<file path="src/rtl/maze_pkg.sv">
// rtl/maze_pkg.sv - shared encodings for the maze autoplayer
package maze_pkg;

    // Headings double as indices into a {left,bottom,right,top} open-wall vector
    localparam logic [1:0] HEAD_N = 2'd0;
    localparam logic [1:0] HEAD_E = 2'd1;
    localparam logic [1:0] HEAD_S = 2'd2;
    localparam logic [1:0] HEAD_W = 2'd3;

    localparam int BTN_UP    = 0;
    localparam int BTN_DOWN  = 1;
    localparam int BTN_LEFT  = 2;
    localparam int BTN_RIGHT = 3;

    localparam int SEG_TOP    = 0;
    localparam int SEG_RIGHT  = 1;
    localparam int SEG_BOTTOM = 3;
    localparam int SEG_LEFT   = 4;
    localparam int SEG_WIN    = 7;

    typedef enum logic [2:0] {
        ST_IDLE,
        ST_SETTLE,
        ST_DECIDE,
        ST_PRESS,
        ST_RELEASE,
        ST_DONE,
        ST_STUCK
    } state_t;

    // One-hot game button for a heading
    function automatic logic [3:0] head_to_btn(input logic [1:0] h);
        logic [3:0] b;
        b = 4'b0000;
        case (h)
            HEAD_N:  b[BTN_UP]    = 1'b1;
            HEAD_E:  b[BTN_RIGHT] = 1'b1;
            HEAD_S:  b[BTN_DOWN]  = 1'b1;
            default: b[BTN_LEFT]  = 1'b1;
        endcase
        return b;
    endfunction

endpackage

</file>
<file path="src/rtl/maze_autoplayer_if.sv">
// rtl/maze_autoplayer_if.sv - game-side wall/win input and button output bundle
interface maze_autoplayer_if;
    logic [7:0] game_out;
    logic [3:0] btn;

    modport master (input game_out, output btn);
    modport slave  (output game_out, input btn);
endinterface

</file>
<file path="src/rtl/maze_move_chooser.sv">
// rtl/maze_move_chooser.sv - right-hand wall-follower direction choice
module maze_move_chooser
    import maze_pkg::*;
(
    input  logic [1:0] i_heading,
    input  logic       i_top,
    input  logic       i_bottom,
    input  logic       i_left,
    input  logic       i_right,
    output logic [1:0] o_heading,
    output logic [3:0] o_btn,
    output logic       o_valid
);

    logic [3:0] w_open;
    logic [1:0] w_right_of;
    logic [1:0] w_straight;
    logic [1:0] w_left_of;
    logic [1:0] w_back;

    assign w_open[HEAD_N] = !i_top;
    assign w_open[HEAD_E] = !i_right;
    assign w_open[HEAD_S] = !i_bottom;
    assign w_open[HEAD_W] = !i_left;

    // Modular 2-bit turns relative to the current heading
    assign w_right_of = i_heading + 2'd1;
    assign w_straight = i_heading;
    assign w_left_of  = i_heading - 2'd1;
    assign w_back     = i_heading + 2'd2;

    // First open direction in right, straight, left, back order
    always_comb begin
        o_heading = i_heading;
        o_valid   = 1'b1;
        if (w_open[w_right_of])      o_heading = w_right_of;
        else if (w_open[w_straight]) o_heading = w_straight;
        else if (w_open[w_left_of])  o_heading = w_left_of;
        else if (w_open[w_back])     o_heading = w_back;
        else                         o_valid   = 1'b0;
        o_btn = o_valid ? head_to_btn(o_heading) : 4'b0000;
    end

endmodule

</file>
<file path="src/rtl/maze_autoplayer.sv">
// rtl/maze_autoplayer.sv - autonomous wall-following player for the micro-maze game
module maze_autoplayer
    import maze_pkg::*;
#(
    parameter int SETTLE_CYCLES = 4,
    parameter int MAX_STEPS     = 1023,
    parameter int INIT_HEADING  = 1
) (
    input  logic              clk,
    input  logic              rst,
    maze_autoplayer_if.master game,
    input  logic              i_start,
    input  logic              i_abort,
    output logic              o_busy,
    output logic              o_done,
    output logic              o_stuck,
    output logic              o_error,
    output logic [9:0]        o_steps
);

    localparam logic [7:0] SETTLE_LAST = 8'(SETTLE_CYCLES - 1);
    localparam logic [9:0] STEP_LIMIT  = 10'(MAX_STEPS);
    localparam logic [1:0] HEAD_INIT   = 2'(INIT_HEADING);

    state_t     r_state;
    state_t     w_next_state;
    logic [3:0] r_btn;
    logic [1:0] r_heading;
    logic [9:0] r_steps;
    logic [7:0] r_settle_cnt;
    logic       r_done;
    logic       r_stuck;
    logic       r_error;

    logic       w_win;
    logic       w_dup_bad;
    logic       w_busy;
    logic       w_start_run;
    logic [1:0] w_choice_heading;
    logic [3:0] w_choice_btn;
    logic       w_choice_valid;

    assign w_win     = game.game_out[SEG_WIN];
    assign w_dup_bad = (game.game_out[1] ^ game.game_out[2]) |
                       (game.game_out[4] ^ game.game_out[5]) |
                       (game.game_out[6] ^ game.game_out[7]);
    assign w_busy    = (r_state == ST_SETTLE) || (r_state == ST_DECIDE) ||
                       (r_state == ST_PRESS)  || (r_state == ST_RELEASE);
    // A start only counts when not busy and not overridden by abort
    assign w_start_run = i_start && !i_abort && !w_busy;

    maze_move_chooser u_chooser (
        .i_heading (r_heading),
        .i_top     (game.game_out[SEG_TOP]),
        .i_bottom  (game.game_out[SEG_BOTTOM]),
        .i_left    (game.game_out[SEG_LEFT]),
        .i_right   (game.game_out[SEG_RIGHT]),
        .o_heading (w_choice_heading),
        .o_btn     (w_choice_btn),
        .o_valid   (w_choice_valid)
    );

    // State register
    always_ff @(posedge clk or posedge rst) begin
        if (rst) r_state <= ST_IDLE;
        else     r_state <= w_next_state;
    end

    // Next-state logic; win outranks the step budget, abort outranks everything
    always_comb begin
        w_next_state = r_state;
        if (i_abort) begin
            w_next_state = ST_IDLE;
        end else begin
            case (r_state)
                ST_IDLE, ST_DONE, ST_STUCK: if (i_start) w_next_state = ST_SETTLE;
                ST_SETTLE:  if (r_settle_cnt == SETTLE_LAST) w_next_state = ST_DECIDE;
                ST_DECIDE: begin
                    if (w_win)                       w_next_state = ST_DONE;
                    else if (r_steps == STEP_LIMIT)  w_next_state = ST_STUCK;
                    else if (w_choice_valid)         w_next_state = ST_PRESS;
                    else                             w_next_state = ST_STUCK;
                end
                ST_PRESS:   w_next_state = ST_RELEASE;
                ST_RELEASE: w_next_state = ST_SETTLE;
                default:    w_next_state = ST_IDLE;
            endcase
        end
    end

    // Registered buttons, heading, step counter, settle timer and status flags
    always_ff @(posedge clk or posedge rst) begin
        if (rst) begin
            r_btn        <= 4'b0000;
            r_heading    <= HEAD_INIT;
            r_steps      <= 10'd0;
            r_settle_cnt <= 8'd0;
            r_done       <= 1'b0;
            r_stuck      <= 1'b0;
            r_error      <= 1'b0;
        end else begin
            r_btn <= (w_next_state == ST_PRESS) ? w_choice_btn : 4'b0000;

            if ((r_state == ST_SETTLE) && (w_next_state == ST_SETTLE))
                r_settle_cnt <= r_settle_cnt + 8'd1;
            else
                r_settle_cnt <= 8'd0;

            if (w_start_run) begin
                r_heading <= HEAD_INIT;
                r_steps   <= 10'd0;
                r_done    <= 1'b0;
                r_stuck   <= 1'b0;
                r_error   <= 1'b0;
            end else begin
                if (w_next_state == ST_PRESS) begin
                    r_heading <= w_choice_heading;
                    if (r_steps != 10'h3FF) r_steps <= r_steps + 10'd1;
                end
                if (i_abort) begin
                    r_done  <= 1'b0;
                    r_stuck <= 1'b0;
                end else if (r_state == ST_DECIDE) begin
                    if (w_next_state == ST_DONE)  r_done  <= 1'b1;
                    if (w_next_state == ST_STUCK) r_stuck <= 1'b1;
                end
                if (w_busy && w_dup_bad) r_error <= 1'b1;
            end
        end
    end

    assign game.btn = r_btn;
    assign o_busy   = w_busy;
    assign o_done   = r_done;
    assign o_stuck  = r_stuck;
    assign o_error  = r_error;
    assign o_steps  = r_steps;

endmodule
</file>
<file path="src/flat_wrapper.sv">
// flat-port wrapper written by rule: the top's interface ports become plain ports
module maze_autoplayer_flat import maze_pkg::*;
#(
    parameter int SETTLE_CYCLES = 4,
    parameter int MAX_STEPS     = 1023,
    parameter int INIT_HEADING  = 1
)
  (clk, rst, i_start, i_abort, o_busy, o_done, o_stuck, o_error, o_steps, game_game_out, game_btn);
  maze_autoplayer_if game_i ();
  input  logic clk;
  input  logic rst;
  input  logic i_start;
  input  logic i_abort;
  output logic o_busy;
  output logic o_done;
  output logic o_stuck;
  output logic o_error;
  output logic [9:0] o_steps;
  input wire logic [$bits(game_i.game_out)-1:0] game_game_out;
  output wire logic [$bits(game_i.btn)-1:0] game_btn;
  assign game_i.game_out = game_game_out;
  assign game_btn = game_i.btn;
  maze_autoplayer #(.SETTLE_CYCLES(SETTLE_CYCLES), .MAX_STEPS(MAX_STEPS), .INIT_HEADING(INIT_HEADING)) u_core (.clk(clk), .rst(rst), .game(game_i), .i_start(i_start), .i_abort(i_abort), .o_busy(o_busy), .o_done(o_done), .o_stuck(o_stuck), .o_error(o_error), .o_steps(o_steps));
endmodule
</file>
<file path="config.mk">
export PLATFORM = sky130hd
export DESIGN_NAME = maze_autoplayer_flat
export DESIGN_NICKNAME = d
export VERILOG_FILES = /design/src/rtl/maze_pkg.sv /design/src/rtl/maze_autoplayer_if.sv /design/src/rtl/maze_move_chooser.sv /design/src/rtl/maze_autoplayer.sv /design/src/flat_wrapper.sv
export SDC_FILE = /design/constraint.sdc
export NUM_CORES = 1
export LEC_CHECK = 0
export CAP_MARGIN = 10
export CORE_MARGIN = 2
export CORE_UTILIZATION = 52
export CTS_CLUSTER_DIAMETER = 40
export DETAILED_ROUTE_END_ITERATION = 10
export PLACE_DENSITY = 0.83
export SYNTH_ARGS = -nofsm -noshare
export SYNTH_HDL_FRONTEND = slang
export SYNTH_SLANG_ARGS = --single-unit
</file>
<file path="constraint.sdc">
create_clock -name clk -period 2.42 [get_ports clk]
set_input_delay 0.484 -clock clk [delete_from_list [all_inputs] [get_ports clk]]
set_output_delay 0.484 -clock clk [all_outputs]
set_load 0.01 [all_outputs]
</file>
==> flow_summary.json, run 1 <==
{
  "hold_viol": 0,
  "clock_path_buffers": 2,
  "drive_above_1_share": 0.1795,
  "antenna_found_initial": 0,
  "numCtsBuffers": 5,
  "vdd_drop_max_uv": 560.1,
  "ys_seq_area_frac": 0.4515,
  "startpoint": "u_core.r_settle_cnt[4]",
  "initial_core_util": 0.5455,
  "run_status": "finished clean",
  "synthFlopType": "dfrtp_1",
  "drt_iter0_markers": 100,
  "min_period_ns": 2.348,
  "insertion_delay_ns": 0.33,
  "end_kind": "register",
  "critPathMaxFanout": 9,
  "chipHeight_um": 60.59,
  "cts_tree": "yes",
  "fp.dieW_um": 60.59,
  "syn-num-nets": 194,
  "gp_congestion": 0.8570,
  "firstDrtPassIters": 4,
  "finalWirelength_mm": 4.074,
  "wire_per_inst_um": 14.65,
  "vias_per_cell": 5.705,
  "core_region_area_um2": 3053,
  "hold_buffers": 0,
  "grt_pass1_vias": 1522,
  "slew-limit-headroom": 0.7222,
  "fmaxAchievable_mhz": 425.8,
  "cp.arrival_ns": 2.60,
  "regArea_um2": 752.0,
  "syn_avg_cell_area_um2": 9.252,
  "final-setup-viol-count": 0,
  "tightestPinTransition_ns": 0.4061,
  "synth-edff-count": 0,
  "grt_start_max_net_pins": 20,
  "postLayoutCoreUtil": 0.7361,
  "num_rows": 20,
  "nNetsFinal": 247,
  "worstSetupStartpointType": "register",
  "r2r_slack_ns": 0.07,
  "place_area_um2": 2122,
  "grt_pass1_wl_mm": 6.617,
  "whs_ns": 0.4509,
  "cts_root_buf": "clkbuf_4",
  "min_path_type": "in2async",
  "yosysWarnings": 0,
  "path_class": "reg2reg",
  "p_leak_uw": 0.0009674,
  "reg2reg_from": "u_core.r_settle_cnt[4]",
  "syn_area_um2": 1665,
  "synthCells": 180,
  "overflow": 0,
  "fin_skew_ns": 0.01378,
  "timing.max_cap.violations": 0,
  "syn2layout_area_growth_pct": 34.94,
  "multi_input_area_um2": 869.6,
  "num_vias": 1586,
  "fillers": 238,
  "ys_async_sr_fraction": 1.000,
  "final_area_um2": 2247,
  "dieArea_um2": 3671,
  "fin_crit_sh": 0.9704,
  "synth-seq-cells": 30,
  "cts_sinks": 30,
  "synth_cell_types": 43,
  "port_buffers": 29,
  "finalMaxSlewViolations": 0,
  "required_ns": 2.67,
  "clkTransAtPathRegs_ns": 0.10,
  "pin_count": 30,
  "power.density_nw_per_um2": 458.3,
  "antenna_cells": 0,
  "drc": 0,
  "dp_hpwl_mm": 3.060,
  "h-tree-depth": 2,
  "ant_nets": 0,
  "grtUsageTotal": 0.2425
}
stage by stage:
step / cells / total power, uW / setup WS [ns] / setup TNS (ns)
6_report: 278 / 1030 / 0.07158 / 0
5_1_grt: 278 / 1076 / -0.01169 / -0.01316
4_1_cts: 274 / 1032 / 0.009597 / 0
3_5_place_dp: 266 / 649.7 / -0.1136 / -0.5601
3_3_place_gp: 266 / 644.2 / -0.02390 / -0.08847
2_1_floorplan: 180 / 587.2 / 0.2204 / 0
routing by layer:
| layer | global-route usage | vias up | wire (um) |
|---|---|---|---|
| li1 | - | 756 | - |
| met1 | 0.2791 | 748 | 1605 |
| met2 | 0.4409 | 68 | 2162 |
| met3 | 0.04691 | 14 | 236 |
| met4 | 0.09627 | 0 | 70 |
| met5 | 0 | - | 0 |
kinds of logic after synthesis:
group,share of synthesized area
adders and majority gates,0.02103
muxes,0.006011
and+or+nand+nor,0.2472
xor gates and xnor gates,0.05259
buffers and inverters,0.03682
DFF,0.4515
AOI/OAI and AO/OA,0.1848
cells in the mapped netlist (2+ instances only):
cell type,n,area [um^2]
and2_1,2,12.51
inv_1,10,37.54
o211ai_1,2,15.01
or2_2,2,12.51
and4_1,3,26.28
clkbuf_1,3,11.26
a21oi_1,19,95.09
nand2_1,12,45.04
o21ai_1,2,10.01
or4_1,5,37.54
and3_1,5,31.28
xnor2_1,6,52.55
dfrtp_1,29,725.7
xor2_1,4,35.03
o31ai_1,6,45.04
o21ai_0,8,40.04
nand3_1,9,45.04
nand2b_1,4,25.02
nor2_1,18,67.56
a31oi_1,2,12.51
ha_1,2,25.02
nor3_1,6,30.03
critical path, cell delays in order (launching register included):
cell	delay, ns
dfrtp_1	0.42
or4_4	0.55
nor4b_4	0.34
a22o_4	0.19
nand3_4	0.13
or4_1	0.49
a21oi_1	0.16
worst paths after layout:
path / depth (start not counted) / to
worst max register to register: 6 / u_core.o_steps[7]
worst min register to register: 1 / u_core.r_settle_cnt[0]
worst max-delay path: 6 / u_core.o_steps[7]
max in group asynchronous: 3 / u_core.r_heading[0]
min in group clk: 1 / u_core.r_settle_cnt[0]
worst min-delay path: 2 / u_core.r_settle_cnt[6]
layout make-up:
cell class,instances,share of cell area
clock buffer,5,0.01670
tap,44,0.02450
inverter,10,0.01670
clock inverter,3,0.01782
multi-input combinational,135,0.3870
sequential,30,0.3346
timing repair buffer,51,0.2027
cell usage in the layout (no fill, tap or decap), types with 3 or more instances in the layout:
cell type and count:
clkdlybuf4s50_1 29, o21ai_0 8, clkbuf_4 5, and3_1 5, xor2_1 4, or4_1 4
nor3_1 6, a21oi_1 18, buf_4 22, inv_1 10, nand2_1 12, xnor2_1 6
nand2b_1 4, o31ai_1 6, and4_1 3, nand3_1 9, nor2_1 18, dfrtp_1 29
timing repair:
item,in CTS,in global routing
setup buffers,0,4
gates resized for setup,0,5
endpoints found under the setup margin,0,11
flip-flops by register name (all words and copies together), names as in the netlist:
register and flops:
u_core.o_steps 10, u_core.r_settle_cnt 8, u_core.game.btn 4, u_core.r_state 3, u_core.r_heading 2, u_core.o_done 1, u_core.o_error 1, u_core.o_stuck 1
power breakdown:
group / switching, uW / internal, uW
clock: 172 / 214
sequential: 6.26 / 507
combinational: 68.9 / 61.4
(Power assumes the default switching activity.)
==> inputs of run 2 (changes only) <==
Settings changed: RECOVER_POWER set to 100.
==> run 2 against run 1 <==
Sequential share of layout area up 0.23 points. Via count down 0.57%. Core utilization down 0.49 points. Die area unchanged. Sequential power about the same. Total power down 0.40%. Combinational power about the same. Fmax down 0.46%. Critical path type unchanged. Global-route usage unchanged. Critical path depth unchanged. Count of clock-buffer cells in the layout unchanged. Clock power about the same.
==> flow_summary.json, run 2 (synthesis gave the netlist of run 1 again) <==
{
  "run_status": "finished clean",
  "cts_root_buf": "clkbuf_4",
  "ant_nets": 0,
  "dieArea_um2": 3671,
  "vias_per_cell": 5.673,
  "final-setup-viol-count": 0,
  "hold_buffers": 0,
  "final_cell_mix": "dfrtp_1 (29), clkdlybuf4s50_1 (21), buf_4 (20)",
  "critPathMaxFanout": 9,
  "h-tree-depth": 2,
  "cts_tree": "yes",
  "port_buffers": 29,
  "end_kind": "register",
  "fmaxAchievable_mhz": 423.9,
  "overflow": 0,
  "drt_iter0_markers": 92,
  "cp.arrival_ns": 2.61,
  "core_region_area_um2": 3053,
  "final_area_um2": 2232,
  "fp.dieW_um": 60.59,
  "nNetsFinal": 247,
  "fillers": 238,
  "place_area_um2": 2122,
  "dp_hpwl_mm": 3.060,
  "dp.cells": 266,
  "drive_above_1_share": 0.1667,
  "slew-limit-headroom": 0.3040,
  "grt_pass1_wl_mm": 6.617,
  "instances_no_fill": 278,
  "wire_per_inst_um": 14.77,
  "cts_sinks": 30,
  "reg2reg_from": "u_core.r_settle_cnt[4]",
  "grt_start_max_net_pins": 20,
  "tns_ns": 0,
  "path_class": "reg2reg",
  "min_period_ns": 2.359,
  "initial_core_util": 0.5455,
  "setup_ws_ns": 0.06070,
  "pin_count": 30,
  "finalMaxSlewViolations": 0,
  "vdd_drop_max_uv": 558.8,
  "timing.max_cap.violations": 0,
  "insertion_delay_ns": 0.33,
  "worstSetupStartpointType": "register",
  "p_leak_uw": 0.0009811,
  "power.density_nw_per_um2": 459.6,
  "hold_viol": 0,
  "antenna_found_initial": 0,
  "clkTransAtPathRegs_ns": 0.09,
  "postLayoutCoreUtil": 0.7311,
  "num_vias": 1577,
  "hp-start": "u_core.r_settle_cnt[0]",
  "largest_register_ffs": 10,
  "startpoint": "u_core.r_settle_cnt[4]",
  "fin_skew_ns": 0.01419,
  "required_ns": 2.67,
  "numCtsBuffers": 5,
  "fin_crit_sh": 0.9749,
  "num_rows": 20,
  "firstDrtPassIters": 5,
  "gp_congestion": 0.8570,
  "tightestPinTransition_ns": 1.044,
  "drc": 0,
  "grt_pass1_vias": 1522,
  "finalWirelength_mm": 4.106,
  "min_path_type": "reg2reg",
  "grtUsageTotal": 0.2425,
  "post-place-ws_ns": -0.1136,
  "chipHeight_um": 60.59,
  "clock_path_buffers": 2,
  "antenna_cells": 0,
  "final_common_cell": "dfrtp_1",
  "syn2layout_area_growth_pct": 34.03
}
==> run 2: layout make-up <==
class | count | area [um^2] | area share
repair buffers | 51 | 447.9 | 0.2007
inverters | 10 | 37.54 | 0.01682
clock buffers | 5 | 37.54 | 0.01682
clock inverters | 3 | 40.04 | 0.01794
multi-input cells | 135 | 862.1 | 0.3862
well taps | 44 | 55.05 | 0.02466
flip-flops and latches | 30 | 752.0 | 0.3369
==> run 2: metal layers <==
metal / wire length (um) / up-vias / part of all wire / track usage
met2: 2167 / 62 / 0.53 / 0.4409
met1: 1665 / 742 / 0.41 / 0.2791
met3: 202 / 11 / 0.049 / 0.04691
met5: 0 / - / 0 / 0
met4: 72 / 0 / 0.018 / 0.09627
li1: - / 762 / - / -
==> run 2: what timing repair did <==
item / in CTS / in global routing
gates resized for setup: 0 / 5
endpoints found under the setup margin: 0 / 11
endpoints found under the hold margin: 0 / 0
buffers inserted: 0 / 4
==> run 2: report_power, final <==
group	internal, uW	total (uW)	leakage [uW]	switching [uW]
Sequential	507	513	0.000411	6.09
Clock	214	386	0.0000450	172
Combinational	58.2	127	0.000525	68.7
==> run 2: final timing paths <==
check / slack, ns / end / cells past startpoint
setup / recovery: 0.06 / u_core.o_steps[7] / 6
hold / removal: 0.49 / u_core.r_settle_cnt[0] / 1
max in group asynchronous: 0.53 / u_core.r_state[2] / 3
hold reg to reg: 0.49 / u_core.r_settle_cnt[0] / 1
min in group asynchronous: 0.59 / u_core.r_settle_cnt[5] / 2
setup reg to reg: 0.06 / u_core.o_steps[7] / 6
==> run 2: critical path, cell delays in order, from the launching register on <==
cell and delay (ns):
dfrtp_1 0.42, or4_4 0.55, nor4b_4 0.35, a22o_4 0.19, nand3_4 0.13, or4_1 0.49
a21oi_1 0.16
==> run 2: stage by stage <==
stage                     total power (uW)  hold slack, ns
final                                 1026          0.4877
after global routing                  1072          0.5133
after CTS                             1032          0.4603
after detailed placement             649.7          0.4793
after global placement               644.2          0.4640
after floorplan                      587.2          0.4474
